$ cat src/rtl/booth_pkg.sv
// Shared control/status encoding for the radix-2 Booth multiplier control unit and datapath.
package booth_pkg;

    localparam int CTRL_W = 10;
    localparam int STAT_W = 2;

    localparam int CTRL_LD_A     = 9;
    localparam int CTRL_LD_B     = 8;
    localparam int CTRL_LD_CONT  = 7;
    localparam int CTRL_SET_EF   = 6;
    localparam int CTRL_RST_X    = 5;
    localparam int CTRL_RST_EF   = 4;
    localparam int CTRL_SUB_X    = 3;
    localparam int CTRL_SUB_CONT = 2;
    localparam int CTRL_ADD_X    = 1;
    localparam int CTRL_SHIFT_XB = 0;

    localparam int STAT_B0  = 1;
    localparam int STAT_FIN = 0;

    // Field order mirrors the bit indices above, so a plain cast decodes the control word.
    typedef struct packed {
        logic ld_a;
        logic ld_b;
        logic ld_cont;
        logic set_ef;
        logic rst_x;
        logic rst_ef;
        logic sub_x;
        logic sub_cont;
        logic add_x;
        logic shift_xb;
    } booth_ctrl_t;

endpackage

$ cat src/rtl/booth_dp_if.sv
// Control-unit <-> datapath bus: operands and control in, status/product/flags out.
interface booth_dp_if #(
    parameter int N = 8
);
    import booth_pkg::*;

    logic [N-1:0]      a_in;
    logic [N-1:0]      b_in;
    logic [CTRL_W-1:0] control;
    logic [STAT_W-1:0] status;
    logic [2*N-1:0]    product;
    logic              done;
    logic              err;

    modport master (
        output a_in, b_in, control,
        input  status, product, done, err
    );

    modport slave (
        input  a_in, b_in, control,
        output status, product, done, err
    );

endinterface

$ cat src/rtl/booth_addsub.sv
// Combinational modulo-2^W adder/subtractor for the Booth accumulator.
module booth_addsub #(
    parameter int W = 9
) (
    input  logic [W-1:0] x,
    input  logic [W-1:0] a,
    input  logic         sub,
    output logic [W-1:0] result
);

    always_comb begin
        if (sub) result = x - a;
        else     result = x + a;
    end

endmodule

$ cat src/rtl/booth_dp.sv
// Radix-2 Booth multiplier datapath: A/B/X/cnt/EF registers driven by the control word.
// Optional sticky illegal-control detector enabled by defining BOOTH_DP_CTRL_CHECK_EN.
module booth_dp
    import booth_pkg::*;
#(
    parameter int N  = 8,
    parameter int CW = $clog2(N)
) (
    input logic         clk,
    input logic         rstn,
    booth_dp_if.slave   bus
);

    booth_ctrl_t ctrl;

    logic [N-1:0]  a_q, a_d;
    logic [N-1:0]  b_q, b_d;
    logic [N:0]    x_q, x_d;
    logic [N:0]    x_arith;
    logic [N:0]    a_sxt;
    logic [N:0]    sum;
    logic [CW-1:0] cnt_q, cnt_d;
    logic          ef_q, ef_d;
    logic          fin;

    assign ctrl  = booth_ctrl_t'(bus.control);
    assign fin   = (cnt_q == '0);
    assign a_sxt = {a_q[N-1], a_q};

    booth_addsub #(
        .W (N + 1)
    ) u_addsub (
        .x      (x_q),
        .a      (a_sxt),
        .sub    (ctrl.sub_x),
        .result (sum)
    );

    // NOTE: every variable assigned here gets a hold default first, so no path leaves it unassigned (no latch).
    always_comb begin
        a_d     = a_q;
        b_d     = b_q;
        x_arith = x_q;
        x_d     = x_q;
        cnt_d   = cnt_q;
        ef_d    = ef_q;

        if (ctrl.ld_a) a_d = bus.a_in;

        // SUB_X drives the adder's sub input, so it also wins when ADD_X is asserted alongside.
        if (ctrl.rst_x)                    x_arith = '0;
        else if (ctrl.sub_x || ctrl.add_x) x_arith = sum;

        x_d = x_arith;
        // Shift acts on the post-arithmetic X, giving one combined update per cycle.
        if (ctrl.shift_xb) {x_d, b_d} = $signed({x_arith, b_q}) >>> 1;

        if (ctrl.ld_b) b_d = bus.b_in;

        if (ctrl.ld_cont)               cnt_d = CW'(N - 1);
        else if (ctrl.sub_cont && !fin) cnt_d = cnt_q - CW'(1);

        if (ctrl.rst_ef)      ef_d = 1'b0;
        else if (ctrl.set_ef) ef_d = 1'b1;
    end

    // NOTE: state registers use non-blocking assignments so all of them update from the same pre-edge values.
    always_ff @(posedge clk or negedge rstn) begin
        if (!rstn) begin
            a_q   <= '0;
            b_q   <= '0;
            x_q   <= '0;
            cnt_q <= '0;
            ef_q  <= 1'b0;
        end else begin
            a_q   <= a_d;
            b_q   <= b_d;
            x_q   <= x_d;
            cnt_q <= cnt_d;
            ef_q  <= ef_d;
        end
    end

    assign bus.status[STAT_B0]  = b_q[0];
    assign bus.status[STAT_FIN] = fin;
    assign bus.product          = {x_q[N-1:0], b_q};
    assign bus.done             = ef_q;

`ifdef BOOTH_DP_CTRL_CHECK_EN
    logic err_q, err_d;
    logic ctrl_bad;

    assign ctrl_bad = (ctrl.add_x && ctrl.sub_x)
                    || (ctrl.sub_cont && fin)
                    || (ctrl.shift_xb && (ctrl.ld_a || ctrl.ld_b || ctrl.rst_x));
    assign err_d    = err_q | ctrl_bad;

    always_ff @(posedge clk or negedge rstn) begin
        if (!rstn) err_q <= 1'b0;
        else       err_q <= err_d;
    end

    assign bus.err = err_q;
`else
    assign bus.err = 1'b0;
`endif

endmodule

$ cat src/flat_wrapper.sv
// flat-port wrapper written by rule: the top's interface ports become plain ports
module booth_dp_flat import booth_pkg::*;
#(
    parameter int N  = 8,
    parameter int CW = $clog2(N)
)
  (clk, rstn, bus_a_in, bus_b_in, bus_control, bus_status, bus_product, bus_done, bus_err);
  booth_dp_if #(.N(N)) bus_i ();
  input logic clk;
  input logic rstn;
  input wire logic [$bits(bus_i.a_in)-1:0] bus_a_in;
  input wire logic [$bits(bus_i.b_in)-1:0] bus_b_in;
  input wire logic [$bits(bus_i.control)-1:0] bus_control;
  output wire logic [$bits(bus_i.status)-1:0] bus_status;
  output wire logic [$bits(bus_i.product)-1:0] bus_product;
  output wire logic [$bits(bus_i.done)-1:0] bus_done;
  output wire logic [$bits(bus_i.err)-1:0] bus_err;
  assign bus_i.a_in = bus_a_in;
  assign bus_i.b_in = bus_b_in;
  assign bus_i.control = bus_control;
  assign bus_status = bus_i.status;
  assign bus_product = bus_i.product;
  assign bus_done = bus_i.done;
  assign bus_err = bus_i.err;
  booth_dp #(.N(N), .CW(CW)) u_core (.clk(clk), .rstn(rstn), .bus(bus_i));
endmodule
$ cat config.mk
export PLATFORM = sky130hd
export DESIGN_NAME = booth_dp_flat
export DESIGN_NICKNAME = d
export VERILOG_FILES = /design/src/rtl/booth_pkg.sv /design/src/rtl/booth_dp_if.sv /design/src/rtl/booth_addsub.sv /design/src/rtl/booth_dp.sv /design/src/flat_wrapper.sv
export SDC_FILE = /design/constraint.sdc
export NUM_CORES = 1
export LEC_CHECK = 0
export ABC_CLOCK_PERIOD_IN_PS = 3200
export CAP_MARGIN = 20
export CORE_ASPECT_RATIO = 1.4
export CORE_MARGIN = 4
export CORE_UTILIZATION = 50
export DETAILED_ROUTE_END_ITERATION = 10
export GPL_TIMING_DRIVEN = 1
export HOLD_SLACK_MARGIN = 0.1
export PLACE_DENSITY = 0.91
export SLEW_MARGIN = 20
export SYNTH_ARGS = -nofsm -noshare
export SYNTH_HDL_FRONTEND = slang
export SYNTH_HIERARCHICAL = 1
export SYNTH_SLANG_ARGS = --single-unit
export TNS_END_PERCENT = 20
$ cat constraint.sdc
create_clock -name clk -period 3.2 [get_ports clk]
set_input_delay 0.64 -clock clk [delete_from_list [all_inputs] [get_ports clk]]
set_output_delay 0.64 -clock clk [all_outputs]
set_load 0.005 [all_outputs]
Word-level counts from Yosys, hierarchy flattened
Index checks and enable logic that the tools add are counted.
{"block": "op_classes", "n_addsub": 3, "mux": 10, "reduce_logical": 7}
{"op": "9-bit 2-to-1 mux", "count": 3}
{"op": "8-bit 2-to-1 mux", "count": 3}
{"op": "9-bit adder", "count": 1}
{"op": "9-bit subtractor", "count": 1}
{"op": "3-bit 2-to-1 mux", "count": 2}
{"op": "2-bit nonzero test", "count": 3}
{"op": "3-bit logical NOT", "count": 1}
{"op": "3-bit by 1-bit subtractor with 3-bit output, second input constant", "count": 1}
{"op": "1-bit 2-to-1 mux", "count": 2}
{"op": "1-bit logical AND", "count": 1}
{"op": "1-bit logical NOT", "count": 1}
{"op": "1-bit logical OR", "count": 1}
{"block": "word_totals", "reg_bits": 29, "inputBits": 28, "output_inout_bits": 20, "wordCells": 25}

Logic depth before layout (Yosys ltp)
{"block": "logic_depth", "ltp_word": 6, "ltp_mapped": 13}

Hierarchy
The synthesis kept the hierarchy.
{"module": "booth_dp", "n_inst": 1, "cells_per_inst": 125, "area_each_um2": 1433.9, "seq_area_each_um2": 725.7}
{"module": "booth_addsub", "n_inst": 1, "cells_per_inst": 68, "area_each_um2": 524.3, "seq_area_each_um2": 0.0}

Worst setup path before layout
Ideal clock, no wire load.
{"block": "synth_timing", "kind": "input port to flip-flop", "start": "input bus_control[3]", "end": "register u_core.x_q[7]", "setup_ps": 130, "arrival_ps": 2576, "required_time_ps": 3070, "slack_ps": 494, "cell_stages": 10, "path_buffers": 1, "path_cell_list": "clkbuf_1 mux2_2 fa_1 nor2b_4 o31a_1 nand2b_4 a31oi_4 xnor2_1 a31oi_1 mux2i_1"}
{"block": "synth_via", "elab_chain_len": 4}
{"item": "from (decl)", "line_no": "flat_wrapper.sv:13", "text": "input wire logic [$bits(bus_i.control)-1:0] bus_control;"}
{"item": "9-bit 2-to-1 mux", "line_no": "booth_addsub.sv:12", "text": "if (sub) result = x - a;"}
{"item": "named net u_core.sum[8]", "line_no": "booth_dp.sv:21", "text": "logic [N:0] sum;"}
{"item": "9-bit 2-to-1 mux", "line_no": "booth_dp.sv:52", "text": "else if (ctrl.sub_x || ctrl.add_x) x_arith = sum;"}
{"item": "9-bit 2-to-1 mux", "line_no": "booth_dp.sv:51", "text": "if (ctrl.rst_x) x_arith = '0;"}
{"item": "8-bit 2-to-1 mux", "line_no": "booth_dp.sv:56", "text": "if (ctrl.shift_xb) {x_d, b_d} = $signed({x_arith, b_q}) >>> 1;"}
{"item": "named net u_core.x_d[7]", "line_no": "booth_dp.sv:18", "text": "logic [N:0] x_q, x_d;"}
{"item": "to (signal assigned)", "line_no": "booth_dp.sv:72", "text": "x_q <= '0;"}
{"item": "to (signal assigned)", "line_no": "booth_dp.sv:78", "text": "x_q <= x_d;"}
{"item": "to (decl)", "line_no": "booth_dp.sv:18"}
The timed path passes the listed nets, and every way through them passes these cells.
A chain may end at the register's enable or synchronous reset.

Worst setup path in the final report
{"block": "layout_timing", "start": "input bus_control[3]", "end": "register u_core.x_q[5]"}
Same word-level chain as after synthesis.

==> summary.md <==
| Metric | Value |
|---|---|
| Status | completed |
| Peak VDD IR | 0.000431 V |
| Worst setup path class | input pin to register |
| First-pass DRT Iterations | 4 |
| DR WL/cell | 15.5 um |
| Clk pin slew, worst setup/hold paths | 0.06 ns |
| Dominant synthesized flop cell | dfrtp_1 |
| Layout Skew | 0.00329 ns |
| Die W | 60.9 um |
| ANT nets after route | 0 |
| Synth area leader | dfrtp_1 |
| Hold Vio Cnt, Final | 0 |
| Clock power share | 18.9% |
| Met2 wire length | 2350 um |
| Worst Hold Path Cells | 1 |
| Final min period | 2.97 ns |
| Violation count after the first detailed-route iteration | 33 |
| Post-Synthesis Cells | 193 |
| DP HPWL | 3260 um |
| Clock Tree Buf Depth | 2 |
| Hold WC Path Type | register to register |
| Slowest CP cell | clkdlybuf4s50_1 |
| Number of global-route vias before repair | 1650 |
| Max-slew violations | 0 |
| Post-Route WL | 4220 um |
| Unrepaired setup endpoints after global routing | false |
| N_diodes | 0 |
| Final Wtd Congestion | 0.848 |
| Switch Pwr | 0.000534 W |
| Delay-heaviest family, CP | buffers and inverters |
| PortBufs | 46 |
| Clk Latency, worst-skew pair | 0.28 ns |
| Mapped Area | 1960 um^2 |
| Metal1 wirelength | 1520 um |
| Arrival @ worst endpoint | 3.12 ns |
| Share of cells above drive strength 1 | 10.4% |
| Crit-path max FO | 17 |
| Post-CTS Hold Fix Bufs | 0 |
| CP required | 3.35 ns |
| Root Buffer | clkbuf_8 |
| FMAX | 337 MHz |
| Final Power | 0.00152 W |
| Distinct cell type count after synthesis | 36 |
| Synth warn | 6 |
| Share of the synthesized area in the top cell type | 37.1% |
| CP Launch Type | input pin |
| Gr usage total | 19.8% |
| Via density | 5.64 |
| Mean post-synth cell area | 10.1 um^2 |
| Final net count | 269 |
| Combinational power share | 47.9% |
| Dpl cells | 264 |
| Initial antenna violation count | 0 |
| Clock sink total | 29 |
| Largest net degree at the start of global routing | 30 |
| # IOs | 48 |
| Grt ovf | 0 |
| Pint | 0.000986 W |
| Most frequent cells in the layout | clkdlybuf4s50_1 (46), dfrtp_1 (29), mux2i_1 (15) |
| Pwr per Cell Area | 625 nW/um^2 |
| FILL cells | 292 |
| Core footprint | 3710 um^2 |
| Total negative slack | 0 ns |
| Power share of the sequential group | 33.2% |
| Final setup fails | 0 |
| Hold path endpoint | u_core/cnt_q[2] |
| CTS tree | built |
| Die Y | 82.0 um |
| Register area share after synthesis | 37.1% |
| Syn_nets | 233 |
| Sw Ratio | 35.1% |
| Gates resized, CTS repair | 0 |
| Uppermost layer routed | met4 |
| Die area | 5000 um^2 |
| Critical path endpoint category | register |
| Reg2reg end | u_core/x_q[6] |
| Ys async rst share | 100% |
| Area delta synth->final | 24.2% |
| Post-CTS setup buffer count | 0 |
| CTS Buf Count | 5 |
| Setup slack, reg-to-reg | 0.46 ns |
| Largest stage delay, worst path | 0.48 ns |
| Leak | 1.07 nW |
| Period utilization | 92.8% |
| Metal3 WL | 242 um |
| Seq cells post-synth | 29 |
| H-tree Lvls | 2 |
| Crit. Startpoint | bus_control[3] |
| Via count | 1533 |
| Reg2reg start | u_core/a_q[2] |
| Non-Filler Instances | 272 |
| # DRC | 0 |
| Post-synth EDFFs | 0 |
| FP Rows | 26 |
| R2R cell count | 10 |
| Hold Crit Start | u_core/cnt_q[2] |
| Initial Util | 52.8% |
| Critical path cell sequence | clkdlybuf4s50_1, buf_4, nor2_1, xnor2_1, ha_1, nor2b_4, o31a_1, o21a_1, nor2_1, xnor2_1, a31oi_1, mux2i_1 |
| Total of max-cap violations | 0 |
| First-pass GRT wire length | 7220 um |
| Commonest non-fill, non-tap cell in the layout | clkdlybuf4s50_1 |
| Worst path bufs/invs | 2 |
| Synth area leaders | dfrtp_1 (37%), mux2i_1 (7.7%), ha_1 (7.0%) |
registers in the layout, indices dropped and copies added, names as in the netlist:
| name | count |
|---|---|
| u_core/x_q | 9 |
| u_core/cnt_q | 3 |
| u_core/bus.done | 1 |
| u_core/a_q | 8 |
| u_core/b_q | 8 |
per-stage QoR:
step	hold slack, ns	instance area (um^2)	util, %	setup slack, ns
final	0.492	2430	65.6	0.231
after global routing	0.520	2430	65.6	0.126
after CTS	0.493	2430	65.6	0.276
after detailed placement	0.478	2350	63.4	0.0255
after global placement	0.469	2350	63.4	0.141
after floorplan	0.344	1960	-	0.494
cell usage after synthesis, types with 6 or more instances:
master / count
a31oi_1: 10
ha_1: 11
a21oi_1: 6
nor2_1: 11
nand2_1: 7
xnor2_1: 12
dfrtp_1: 29
buf_4: 14
mux2_2: 9
nor4b_1: 9
mux2i_1: 15
inv_1: 13
o21ai_0: 10
power groups by stage:
stage | combinational (W) | sequential, W | clock (W)
after floorplan | 0.000547 | 0.000489 | 0
after global placement | 0.000688 | 0.000510 | 0
after detailed placement | 0.000721 | 0.000513 | 0
after CTS | 0.000728 | 0.000506 | 0.000301
after global routing | 0.000805 | 0.000515 | 0.000321
final | 0.000728 | 0.000504 | 0.000287
area by class of cell:
type	instances	area [um^2]	area share, %
multi-input combinational	130	1040	42.6
inverter	14	52.6	2.16
clock inverter	2	10.0	0.412
clock buffer	6	72.6	2.98
timing repair buffer	49	483	19.9
sequential	29	726	29.8
tap	42	52.6	2.16
how the worst max path moves through the flow:
stage / endpoint / slack (ns) / depth (start not counted)
finish: u_core/x_q[5] / 0.23 / 12
global route: u_core/x_q[5] / 0.13 / 12
CTS: u_core/x_q[6] / 0.28 / 12
detailed placement: u_core/x_q[7] / 0.03 / 12
global placement: u_core/x_q[7] / 0.14 / 12
floorplan: u_core/x_q[7] / 0.49 / 10
cell families after synthesis:
| family | after synthesis | synth area share, % |
|---|---|---|
| buffers and inverters | 34 | 10.0 |
| multiplexers | 24 | 12.8 |
| other | 1 | 0.192 |
| flip-flops | 29 | 37.1 |
| XOR/XNOR | 14 | 6.26 |
| AND/OR/NAND/NOR | 42 | 13.4 |
| AO/OA/AOI/OAI | 37 | 12.2 |
| adder cells (fa/ha/maj) | 12 | 8.05 |
routing by layer:
layer / vias up / global-route usage (%)
li1: 729 / -
met1: 744 / 20.2
met2: 49 / 35.7
met3: 11 / 6.45
met4: 0 / 9.11
met5: - / 0
worst reg2reg max path, cell delays in order (launching register included):
cell and delay, ns:
dfrtp_1 0.44, nor4_1 0.49, a21oi_1 0.17, xnor2_1 0.15, ha_1 0.32, o21ai_0 0.26, nand2b_2 0.12, a21boi_1 0.16
xor2_1 0.17, a31oi_1 0.22, mux2i_1 0.12
Note: power is estimated with default switching activity, not from simulation.
